==> src/rtl/alu_pkg.sv <==
// Types and constants shared by the ALU sharing block, the ALU and the bench.
package alu_pkg;

    localparam int ALU_OP_W = 4;

    typedef enum logic [ALU_OP_W-1:0] {
        ALU_ADD = 4'd0,
        ALU_SUB = 4'd1,
        ALU_AND = 4'd2,
        ALU_OR  = 4'd3,
        ALU_XOR = 4'd4,
        ALU_NOT = 4'd5,
        ALU_SHL = 4'd6,
        ALU_SHR = 4'd7
    } alu_op_e;

    typedef enum logic {
        ARB_EMPTY = 1'b0,
        ARB_FULL  = 1'b1
    } arb_state_e;

    // Codes 8..15 are reserved; only the low half of the op space is defined.
    function automatic logic is_legal_op(input logic [ALU_OP_W-1:0] op);
        return ~op[ALU_OP_W-1];
    endfunction

endpackage

==> src/rtl/alu.sv <==
// Shared combinational ALU: eight ops, zero/carry/illegal flags.
module alu
    import alu_pkg::*;
#(
    parameter int WIDTH = 32
) (
    input  logic [WIDTH-1:0]    a_i,
    input  logic [WIDTH-1:0]    b_i,
    input  logic [ALU_OP_W-1:0] op_i,
    output logic [WIDTH-1:0]    result_o,
    output logic                zero_o,
    output logic                carry_o,
    output logic                illegal_o
);

    // Op decode; reserved codes fall through to a zero result.
    always_comb begin
        result_o  = '0;
        carry_o   = 1'b0;
        illegal_o = ~is_legal_op(op_i);
        case (op_i)
            ALU_ADD: result_o = a_i + b_i;
            ALU_SUB: result_o = a_i - b_i;
            ALU_AND: result_o = a_i & b_i;
            ALU_OR:  result_o = a_i | b_i;
            ALU_XOR: result_o = a_i ^ b_i;
            ALU_NOT: result_o = ~a_i;
            ALU_SHL: begin
                result_o = {a_i[WIDTH-2:0], 1'b0};
                carry_o  = a_i[WIDTH-1];
            end
            ALU_SHR: result_o = {1'b0, a_i[WIDTH-1:1]};
            default: result_o = '0;
        endcase
        zero_o = (result_o == '0);
    end

endmodule

==> src/rtl/rr_arbiter.sv <==
// Round-robin grant: scan from ptr upward with wrap, first valid wins.
module rr_arbiter #(
    parameter  int N  = 4,
    localparam int IW = $clog2(N)
) (
    input  logic [N-1:0]  req_i,
    input  logic [IW-1:0] ptr_i,
    input  logic          advance_i,
    output logic [N-1:0]  grant_o,
    output logic [IW-1:0] grant_idx_o,
    output logic [IW-1:0] ptr_next_o
);

    // One extra bit so ptr+offset never overflows before the wrap subtract.
    localparam int SW = IW + 1;

    logic          found;
    logic [SW-1:0] sum;
    logic [IW-1:0] idx;

    // Priority scan starting at the pointer; at most one grant bit set.
    always_comb begin
        grant_o     = '0;
        grant_idx_o = '0;
        found       = 1'b0;
        sum         = '0;
        idx         = '0;
        for (int off = 0; off < N; off++) begin
            sum = {1'b0, ptr_i} + SW'(off);
            if (sum >= SW'(N)) begin
                sum = sum - SW'(N);
            end
            idx = sum[IW-1:0];
            if (!found && req_i[idx]) begin
                found        = 1'b1;
                grant_o[idx] = 1'b1;
                grant_idx_o  = idx;
            end
        end
    end

    // Winner becomes lowest priority next time; pointer only moves on accept.
    always_comb begin
        ptr_next_o = ptr_i;
        if (advance_i && found) begin
            ptr_next_o = (grant_idx_o == IW'(N - 1)) ? '0 : grant_idx_o + IW'(1);
        end
    end

endmodule

==> src/rtl/alu_share_arbiter.sv <==
// One ALU shared by NUM_REQ requesters: round-robin pick, 1-cycle result,
// single-entry output register with backpressure.
module alu_share_arbiter
    import alu_pkg::*;
#(
    parameter  int WIDTH   = 32,
    parameter  int NUM_REQ = 4,
    localparam int IDW     = $clog2(NUM_REQ)
) (
    input  logic                        clk,
    input  logic                        rst,
    input  logic [NUM_REQ-1:0]          req_valid,
    output logic [NUM_REQ-1:0]          req_ready,
    input  logic [NUM_REQ*WIDTH-1:0]    req_op_a,
    input  logic [NUM_REQ*WIDTH-1:0]    req_op_b,
    input  logic [NUM_REQ*ALU_OP_W-1:0] req_alu_op,
    output logic                        resp_valid,
    input  logic                        resp_ready,
    output logic [IDW-1:0]              resp_id,
    output logic [WIDTH-1:0]            resp_result,
    output logic                        resp_zero,
    output logic                        resp_carry,
    output logic                        resp_illegal,
    output logic                        busy
);

    arb_state_e state_q, state_d;
    logic [IDW-1:0] ptr_q, ptr_d;

    logic [NUM_REQ-1:0] grant;
    logic [IDW-1:0]     grant_idx;
    logic               can_accept;
    logic               accept;

    logic [WIDTH-1:0]    alu_a, alu_b, alu_res;
    logic [ALU_OP_W-1:0] alu_op;
    logic                alu_zero, alu_carry, alu_illegal;

    logic [IDW-1:0]   id_q, id_d;
    logic [WIDTH-1:0] res_q, res_d;
    logic             zero_q, zero_d;
    logic             carry_q, carry_d;
    logic             ill_q, ill_d;

    rr_arbiter #(.N(NUM_REQ)) u_arb (
        .req_i       (req_valid),
        .ptr_i       (ptr_q),
        .advance_i   (accept),
        .grant_o     (grant),
        .grant_idx_o (grant_idx),
        .ptr_next_o  (ptr_d)
    );

    // Output slot is free when empty or when its current result leaves this cycle.
    always_comb begin
        resp_valid = (state_q == ARB_FULL);
        can_accept = (state_q == ARB_EMPTY) | (resp_valid & resp_ready);
        req_ready  = grant & {NUM_REQ{can_accept & ~rst}};
        accept     = |req_ready;
        busy       = resp_valid | (|req_valid);
    end

    // Route the granted requester's operands to the single ALU.
    always_comb begin
        alu_a  = req_op_a[int'(grant_idx)*WIDTH +: WIDTH];
        alu_b  = req_op_b[int'(grant_idx)*WIDTH +: WIDTH];
        alu_op = req_alu_op[int'(grant_idx)*ALU_OP_W +: ALU_OP_W];
    end

    alu #(.WIDTH(WIDTH)) u_alu (
        .a_i       (alu_a),
        .b_i       (alu_b),
        .op_i      (alu_op),
        .result_o  (alu_res),
        .zero_o    (alu_zero),
        .carry_o   (alu_carry),
        .illegal_o (alu_illegal)
    );

    // Slot FSM next state plus response-register load; everything holds by default.
    always_comb begin
        state_d = state_q;
        id_d    = id_q;
        res_d   = res_q;
        zero_d  = zero_q;
        carry_d = carry_q;
        ill_d   = ill_q;
        case (state_q)
            ARB_EMPTY: if (accept) state_d = ARB_FULL;
            ARB_FULL: begin
                if (accept)          state_d = ARB_FULL;
                else if (resp_ready) state_d = ARB_EMPTY;
            end
            default: state_d = ARB_EMPTY;
        endcase
        if (accept) begin
            id_d    = grant_idx;
            res_d   = alu_res;
            zero_d  = alu_zero;
            carry_d = alu_carry;
            ill_d   = alu_illegal;
        end
    end

    // State, pointer and response register; reset drops any held result.
    always_ff @(posedge clk) begin
        if (rst) begin
            state_q <= ARB_EMPTY;
            ptr_q   <= '0;
            id_q    <= '0;
            res_q   <= '0;
            zero_q  <= 1'b0;
            carry_q <= 1'b0;
            ill_q   <= 1'b0;
        end else begin
            state_q <= state_d;
            ptr_q   <= ptr_d;
            id_q    <= id_d;
            res_q   <= res_d;
            zero_q  <= zero_d;
            carry_q <= carry_d;
            ill_q   <= ill_d;
        end
    end

    assign resp_id      = id_q;
    assign resp_result  = res_q;
    assign resp_zero    = zero_q;
    assign resp_carry   = carry_q;
    assign resp_illegal = ill_q;

    // Handshake sanity: single accept per cycle, response frozen while stalled.
    a_onehot_ready : assert property (@(posedge clk) disable iff (rst) $onehot0(req_ready));
    a_resp_stable  : assert property (@(posedge clk) disable iff (rst)
        (resp_valid && !resp_ready) |=> (resp_valid && $stable(resp_result) && $stable(resp_id)));

endmodule

==> config.mk <==
export PLATFORM = sky130hd
export DESIGN_NAME = alu_share_arbiter
export DESIGN_NICKNAME = d
export VERILOG_FILES = /design/src/rtl/alu_pkg.sv /design/src/rtl/alu.sv /design/src/rtl/rr_arbiter.sv /design/src/rtl/alu_share_arbiter.sv
export SDC_FILE = /design/constraint.sdc
export NUM_CORES = 1
export LEC_CHECK = 0
export CAP_MARGIN = 15
export CORE_UTILIZATION = 43
export CTS_BUF_LIST = sky130_fd_sc_hd__clkbuf_4 sky130_fd_sc_hd__clkbuf_8
export CTS_CLUSTER_DIAMETER = 200
export DETAILED_ROUTE_END_ITERATION = 6
export GPL_TIMING_DRIVEN = 1
export PLACE_DENSITY = 0.8
export SLEW_MARGIN = 20
export SYNTH_ARGS = -nofsm -noshare
export SYNTH_HDL_FRONTEND = slang
export SYNTH_HIERARCHICAL = 1
export SYNTH_SLANG_ARGS = --single-unit
==> constraint.sdc <==
create_clock -name clk -period 8.4 [get_ports clk]
set_clock_uncertainty 0.2 [all_clocks]
set_input_delay 1.68 -clock clk [delete_from_list [all_inputs] [get_ports clk]]
set_output_delay 1.68 -clock clk [all_outputs]
set_load 0.01 [all_outputs]
---- Word level (Yosys, flattened, before mapping) ----
Index checks and enable logic that the tools add are counted.
storage, ports and cells
  flip-flop bits (word level) ............. 40
  output and inout bits ................... 43
  word-level logic and storage cells ...... 108
operators by class
  $add $sub $neg .......................... 10
  magnitude comparators ................... 12
  equal/unequal tests ..................... 8
  shift operators ......................... 3
  muxes and demuxes ....................... 39
  bitwise operators ....................... 14
  reduce and logical (&&, ||, !) cells .... 15
operators by type and width
  kind                                                        number
  one-hot mux 32 bit (8 select lines)                         1
  variable part select 128 x 8 -> 32 bit                      2
  adder 32 bit                                                1
  AND 32 bit                                                  1
  logical NOT 32 bit                                          1
  NOT 32 bit                                                  1
  bitwise OR 32 bit                                           1
  subtractor 32 bit                                           1
  XOR 32 bit                                                  1
  two-way mux 2 bit                                           9
  == test 4 x 3 -> 1 bit, second input constant               4
  two-way mux 1 bit                                           16
  two-way mux 4 bit                                           4
  variable part select 16 x 5 -> 4 bit                        1
  less-than comparator 2 x 3 -> 1 bit, second input constant  4
  bitwise OR 4 bit                                            3
  >= comparator 3 bit, second input constant                  3
  binary-select mux 1 bit (select 2 bit)                      4
  demux 1 bit (select 2 bit)                                  4
  == test 4 x 2 -> 1 bit, second input constant               2
  >= comparator 2 x 1 -> 1 bit, second input constant         4
  logical AND 1 bit                                           8
  OR reduction 4 bit                                          2
  subtractor 2 x 1 -> 2 bit, second input constant            4
  other kinds (13)                                            19

---- Longest topological paths before layout ----
  depth in word-level cells ............... 18
  depth in mapped cells ................... 33
  gate-level depth less buffers ........... 27

---- Cells and area by module ----
Netlist, hierarchy kept.
by module, submodules not included
  module             times used  cells each  area each (µm²)  sequential area each (µm²)
  alu                1           753         5036.1           0.0
  alu_share_arbiter  1           276         3344.5           800.8
  rr_arbiter         1           69          561.8            0.0

---- Worst setup path before layout ----
No wires, ideal clock.
  kind .................................... input to register
  from .................................... input req_valid[0]
  to ...................................... register zero_q, in the netlist resp_zero
  setup time .............................. 0.060 ns
  data arrival time ....................... 7.956 ns
  path slack .............................. 0.184 ns
  cell stages on the path ................. 30
  path buffers ............................ 9
  cell sequence ........................... buf_2 -> mux2_1 -> and3_1 -> nor3_1 -> buf_2 -> buf_2 -> mux4_2 -> clkbuf_1 -> or3_1 -> clkbuf_1 -> clkbuf_1 -> clkbuf_1 -> nor2_1 -> clkbuf_1 -> nor2_1 -> xnor2_1 -> ha_1 -> clkbuf_1 -> a21oi_1 -> o21ai_0 -> or2_2 -> o21a_1 -> o21ai_0 -> mux2i_1 -> o211ai_1 -> nor4_1 -> or4bb_1 -> nor4_2 -> nand4_1 -> nand2_1
on the way
  word-level cells in the longest chain between the ends .. 16
  elaborated cells between the ends (all ways) .. 49
RTL lines
  what                                                  RTL line                  source
  start: declaration                                    alu_share_arbiter.sv:12   input logic [NUM_REQ-1:0] req_valid,
  binary-select mux 1 bit (select 2 bit)                rr_arbiter.sv:34          if (!found && req_i[idx]) begin
  two-way mux 1 bit (not written as such)               rr_arbiter.sv:34
  two-way mux 1 bit                                     rr_arbiter.sv:34
  logical NOT 1 bit                                     rr_arbiter.sv:34
  logical AND 1 bit                                     rr_arbiter.sv:34
  two-way mux 1 bit                                     rr_arbiter.sv:34
  logical NOT 1 bit                                     rr_arbiter.sv:34
  logical AND 1 bit                                     rr_arbiter.sv:34
  [... 4 more ...]                                      --
  net grant_idx[0]                                      alu_share_arbiter.sv:31   logic [IDW-1:0] grant_idx;
  variable part select 16 x 5 -> 4 bit (*)              alu_share_arbiter.sv:67   alu_op = req_alu_op[int'(grant_idx)*ALU_OP_W +: ALU_OP_W];
  net alu_op[1]                                         alu_share_arbiter.sv:36   logic [ALU_OP_W-1:0] alu_op;
  == test 4 x 3 -> 1 bit, or another cell as far along  alu.sv:21                 case (op_i)
  one-hot mux 32 bit (8 select lines) (*)               alu.sv:21
  net alu_res[27]                                       alu_share_arbiter.sv:35   logic [WIDTH-1:0] alu_a, alu_b, alu_res;
  logical NOT 32 bit (*)                                alu.sv:35                 zero_o = (result_o == '0);
  net alu_zero                                          alu_share_arbiter.sv:37   logic alu_zero, alu_carry, alu_illegal;
  end signal: assignment                                alu_share_arbiter.sv:120  zero_q <= zero_d;
  end: declaration                                      alu_share_arbiter.sv:41   logic zero_q, zero_d;
Mark *: on every way through the listed nets, which the timed path passes. The rest lies on a longest branch. The select of a mux whose other input is x is not followed.
A chain may end at the register's enable or synchronous reset.

---- Worst setup path after layout ----
  from .................................... input req_valid[2]
  to ...................................... register zero_q, in the netlist resp_zero
on the way
  word-level cells in the longest chain between the ends .. 16
  elaborated cells between the ends (all ways) .. 49
RTL lines
  what                                                      RTL line                 source
  binary-select mux 1 bit (select 2 bit)                    rr_arbiter.sv:34
  two-way mux 1 bit (not written as such)                   rr_arbiter.sv:34
  two-way mux 1 bit                                         rr_arbiter.sv:34
  logical NOT 1 bit                                         rr_arbiter.sv:34
  logical AND 1 bit                                         rr_arbiter.sv:34
  two-way mux 1 bit                                         rr_arbiter.sv:34
  logical NOT 1 bit                                         rr_arbiter.sv:34
  logical AND 1 bit                                         rr_arbiter.sv:34
  [... 4 more ...]                                          --
  net grant_idx[0]                                          alu_share_arbiter.sv:31
  variable part select 128 x 8 -> 32 bit (*)                alu_share_arbiter.sv:66  alu_b = req_op_b[int'(grant_idx)*WIDTH +: WIDTH];
  net alu_b[7]                                              alu_share_arbiter.sv:35
  subtractor 32 bit / adder 32 bit (equally long branches)  alu.sv:23, alu.sv:22
  one-hot mux 32 bit (8 select lines) (*)                   alu.sv:21
  net alu_res[19]                                           alu_share_arbiter.sv:35
  logical NOT 32 bit (*)                                    alu.sv:35
  net alu_zero                                              alu_share_arbiter.sv:37
Marked as above.

==> flow_summary_export.csv <==
group,metric,value,unit
status,status,"finished clean",
synthesis,netlist_area,8940,um2
floorplan,rows,52,
route,drt_iter0_markers,1047,
placed_design,dpl.hpwl,28100,um
timing,setup_viol,0,
route,vias,10600,
synthesis,syn_avg_cell_area,8.14,um2
clocking,cts.sinks,40,
synthesis,synth-seq-cells,40,
critical_path,crit_fanout,12,
route,ant_nets,0,
global_route,grt_max_degree,75,
route,drc,0,
worst_hold_path,min_path_type,"flip-flop to flip-flop",
pwr,pwr-share-clk,3.5,%
timing,finalCritPeriodShare,97.0,%
timing,slew_viol_final,0,
floorplan,io_pins,322,
global_route,grt.overflow.total,0,
timing,slew_headroom,43.4,%
finish,syn_to_final_growth,46.4,%
clocking,cts-buffers-inserted,5,
finish,nets,1833,
pwr,p_int,2.16,mW
critical_path,criticalPathCategory,"input port to flip-flop",
clocking,clkSlewWorstSetupHoldPaths,0.08,ns
route,drt_first_pass_iters,5,
timing,tns,0,ns
pwr,comb_power_share,89.3,%
critical_path,worstSetupStartpointType,"input port",
synthesis,synthCells,1098,
critical_path,required,8.44,ns
clocking,cts_tree,"done",
global_route,grt_pass1_vias,10600,
route,vias_per_cell,6.14,
floorplan,die_x,146,um
clocking,clockBufferDepth,2,
timing,period_minus_slack,8.15,ns
route,routed_wl,34200,um
run,drv_cap,0,
pwr,p_leak,5.37,nW
synthesis,syn-num-nets,1480,
placed_design,place.gp.congestion,0.968,
placed_design,port-buffer-count,321,
pwr,powerDensity,341,nW/um2
global_route,antenna_found_initial,0,
critical_path,crit_path_end_kind,"flip-flop",
clocking,clk_latency,0.29,ns
pwr,seqPwrFrac,7.2,%
synthesis,synth_edf_count,0,
timing,hold-worst-slack,0.293,ns
finish,final_cells,1722,
synthesis,synth-async-reset-ratio,0,%
finish,drive_gt1_share,15.3,%
synthesis,synthFlopType,"dfxtp_1",
finish,antennaDiodeCount,0,
pwr,power,4.46,mW
placed_design,place_inst,1714,
timing,hold_viol_final,0,
pwr,p_sw,2.30,mW
pwr,ir_drop,0.163,mV
synthesis,yosysWarnings,6,
timing,fmax,0.123,GHz
global_route,grt_first_pass_wirelength,54700,um
floorplan,die_h,146,um
synthesis,seq_area_frac_synth,8.95,%
timing,worst_slew_pin_slew,0.849,ns
synthesis,ys_types,78,
global_route,grt_usage,31.4,%
floorplan,start_util,44.1,%
clocking,root_buffer,"clkbuf_8",
route,routedWlPerCell,19.9,um
pwr,p_sw_share,51.6,%
critical_path,cp.arrival,8.19,ns
floorplan,die_area,21400,um2
floorplan,core_region_area,20300,um2
finish,utilization,64.5,%
clocking,htree_num_levels,2,
[worst paths after layout]
kind | cells after the start | to | slack [ns] | startpoint
worst max-delay path | 25 | resp_zero | 0.25 | req_valid[2]
worst min-delay path | 2 | resp_result[23] | 0.29 | resp_result[23]
worst max register to register | 27 | resp_zero | 1.00 | ptr_q[1]
worst min register to register | 2 | resp_result[23] | 0.29 | resp_result[23]
[cells in the mapped netlist, types with 17 or more instances]
library cell	instances	share of area (%)
a21oi_1	60	3.4
a31oi_1	17	1.2
buf_2	28	1.6
clkbuf_1	33	1.4
dfxtp_1	40	9.0
ha_1	102	14
inv_1	84	3.5
mux2i_1	17	1.9
mux4_2	70	18
nand2_1	99	4.2
nand2b_1	17	1.2
nand3_1	19	1.1
nand4_1	42	2.9
nor2_1	70	2.9
nor3_1	27	1.5
o211ai_1	54	4.5
o21ai_0	50	2.8
xnor2_1	39	3.8
[repair_timing]
item                       4_1_cts  5_1_grt
setup buffers                    0        0
gates resized for setup          0       16
setup endpoints to repair        0        2
hold buffers                     0        0
[cell type report]
cell class                      count  area [um2]
Sequential cell                    40         801
Clock buffer                        6        76.3
Clock inverter                      2        35.0
Inverter                           85         319
Multi-Input combinational cell    893        7490
Timing Repair Buffer              426        4030
Tap cell                          270         338
Fill cell                        1776        7210
[sequential cells by signal, summed over array words and instances (netlist names)]
| signal | count |
|---|---|
| resp_result | 32 |
| resp_id | 2 |
| resp_carry | 1 |
| resp_illegal | 1 |
| ptr_q | 2 |
| resp_zero | 1 |
| resp_valid | 1 |
[kinds of logic (layout without fill, tap and decap cells)]
group / Yosys count / count (layout) / share of synthesized area [%]
muxes: 91 / 91 / 20.0
AOI/OAI and AO/OA: 311 / 311 / 23.8
xor gates and xnor gates: 48 / 48 / 4.70
buffers and inverters: 165 / 519 / 8.53
DFF: 40 / 40 / 8.95
and+or+nand+nor: 340 / 340 / 19.4
adders and majority gates: 103 / 103 / 14.5
[layer usage]
layer	vias to the layer above	global-route usage [%]	wire [um]
met5	-	0	0
met4	0	10.8	1050
met3	77	3.75	2340
met2	528	57.0	17200
met1	5050	38.0	13600
li1	4919	-	-
[placed cells by master (no fill, tap or decap), types with 6 or more instances in the layout]
cell / instances
a21o_1: 14
a22oi_1: 8
nand2_1: 99
dfxtp_1: 40
a21oi_1: 58
or3_1: 6
and3_1: 9
mux4_2: 70
o21a_1: 9
nand4_1: 42
ha_1: 102
o211ai_1: 54
nor3_1: 24
clkdlybuf4s50_1: 321
nor2_1: 68
xnor2_1: 39
mux2i_1: 16
nor4_1: 8
inv_1: 84
buf_4: 102
nand2b_1: 17
a31oi_1: 17
xor2_1: 9
o22ai_1: 12
a211oi_1: 6
a221oi_1: 16
o31ai_1: 8
o21ai_0: 47
nand3_1: 19
[through the flow]
| stage | setup slack [ns] | instance area (um2) |
|---|---|---|
| after floorplan | 0.184 | 8940 |
| after global placement | -0.169 | 12900 |
| after detailed placement | -0.192 | 12900 |
| after CTS | 0.0787 | 13000 |
| after global routing | -0.0103 | 13100 |
| final | 0.249 | 13100 |
[critical path, cell delays in order]
cell,delay [ns]
clkdlybuf4s50_1,0.48
mux2_1,0.32
and3_1,0.23
nor3_4,0.18
buf_12,0.18
buf_4,0.13
mux4_2,0.57
or4_1,0.51
nand2b_1,0.20
or2_2,0.32
o41ai_2,0.26
xnor2_1,0.18
ha_1,0.29
a21oi_2,0.20
o21ai_0,0.13
nor3_1,0.16
nand3_1,0.15
and3_1,0.21
or3_1,0.30
a31o_2,0.27
nor4_1,0.29
or4bb_1,0.53
nor4_2,0.21
nand4_1,0.10
nand2_1,0.08
[power by group through the flow]
stage	Clock, mW	Combinational [mW]	Sequential [mW]
6_report	0.158	3.98	0.321
4_1_cts	0.158	3.89	0.320
5_1_grt	0.170	4.32	0.330
2_1_floorplan	0	2.49	0.352
3_3_place_gp	0	3.82	0.321
3_5_place_dp	0	3.87	0.322
No activity file was read; power rests on OpenSTA's default activity.
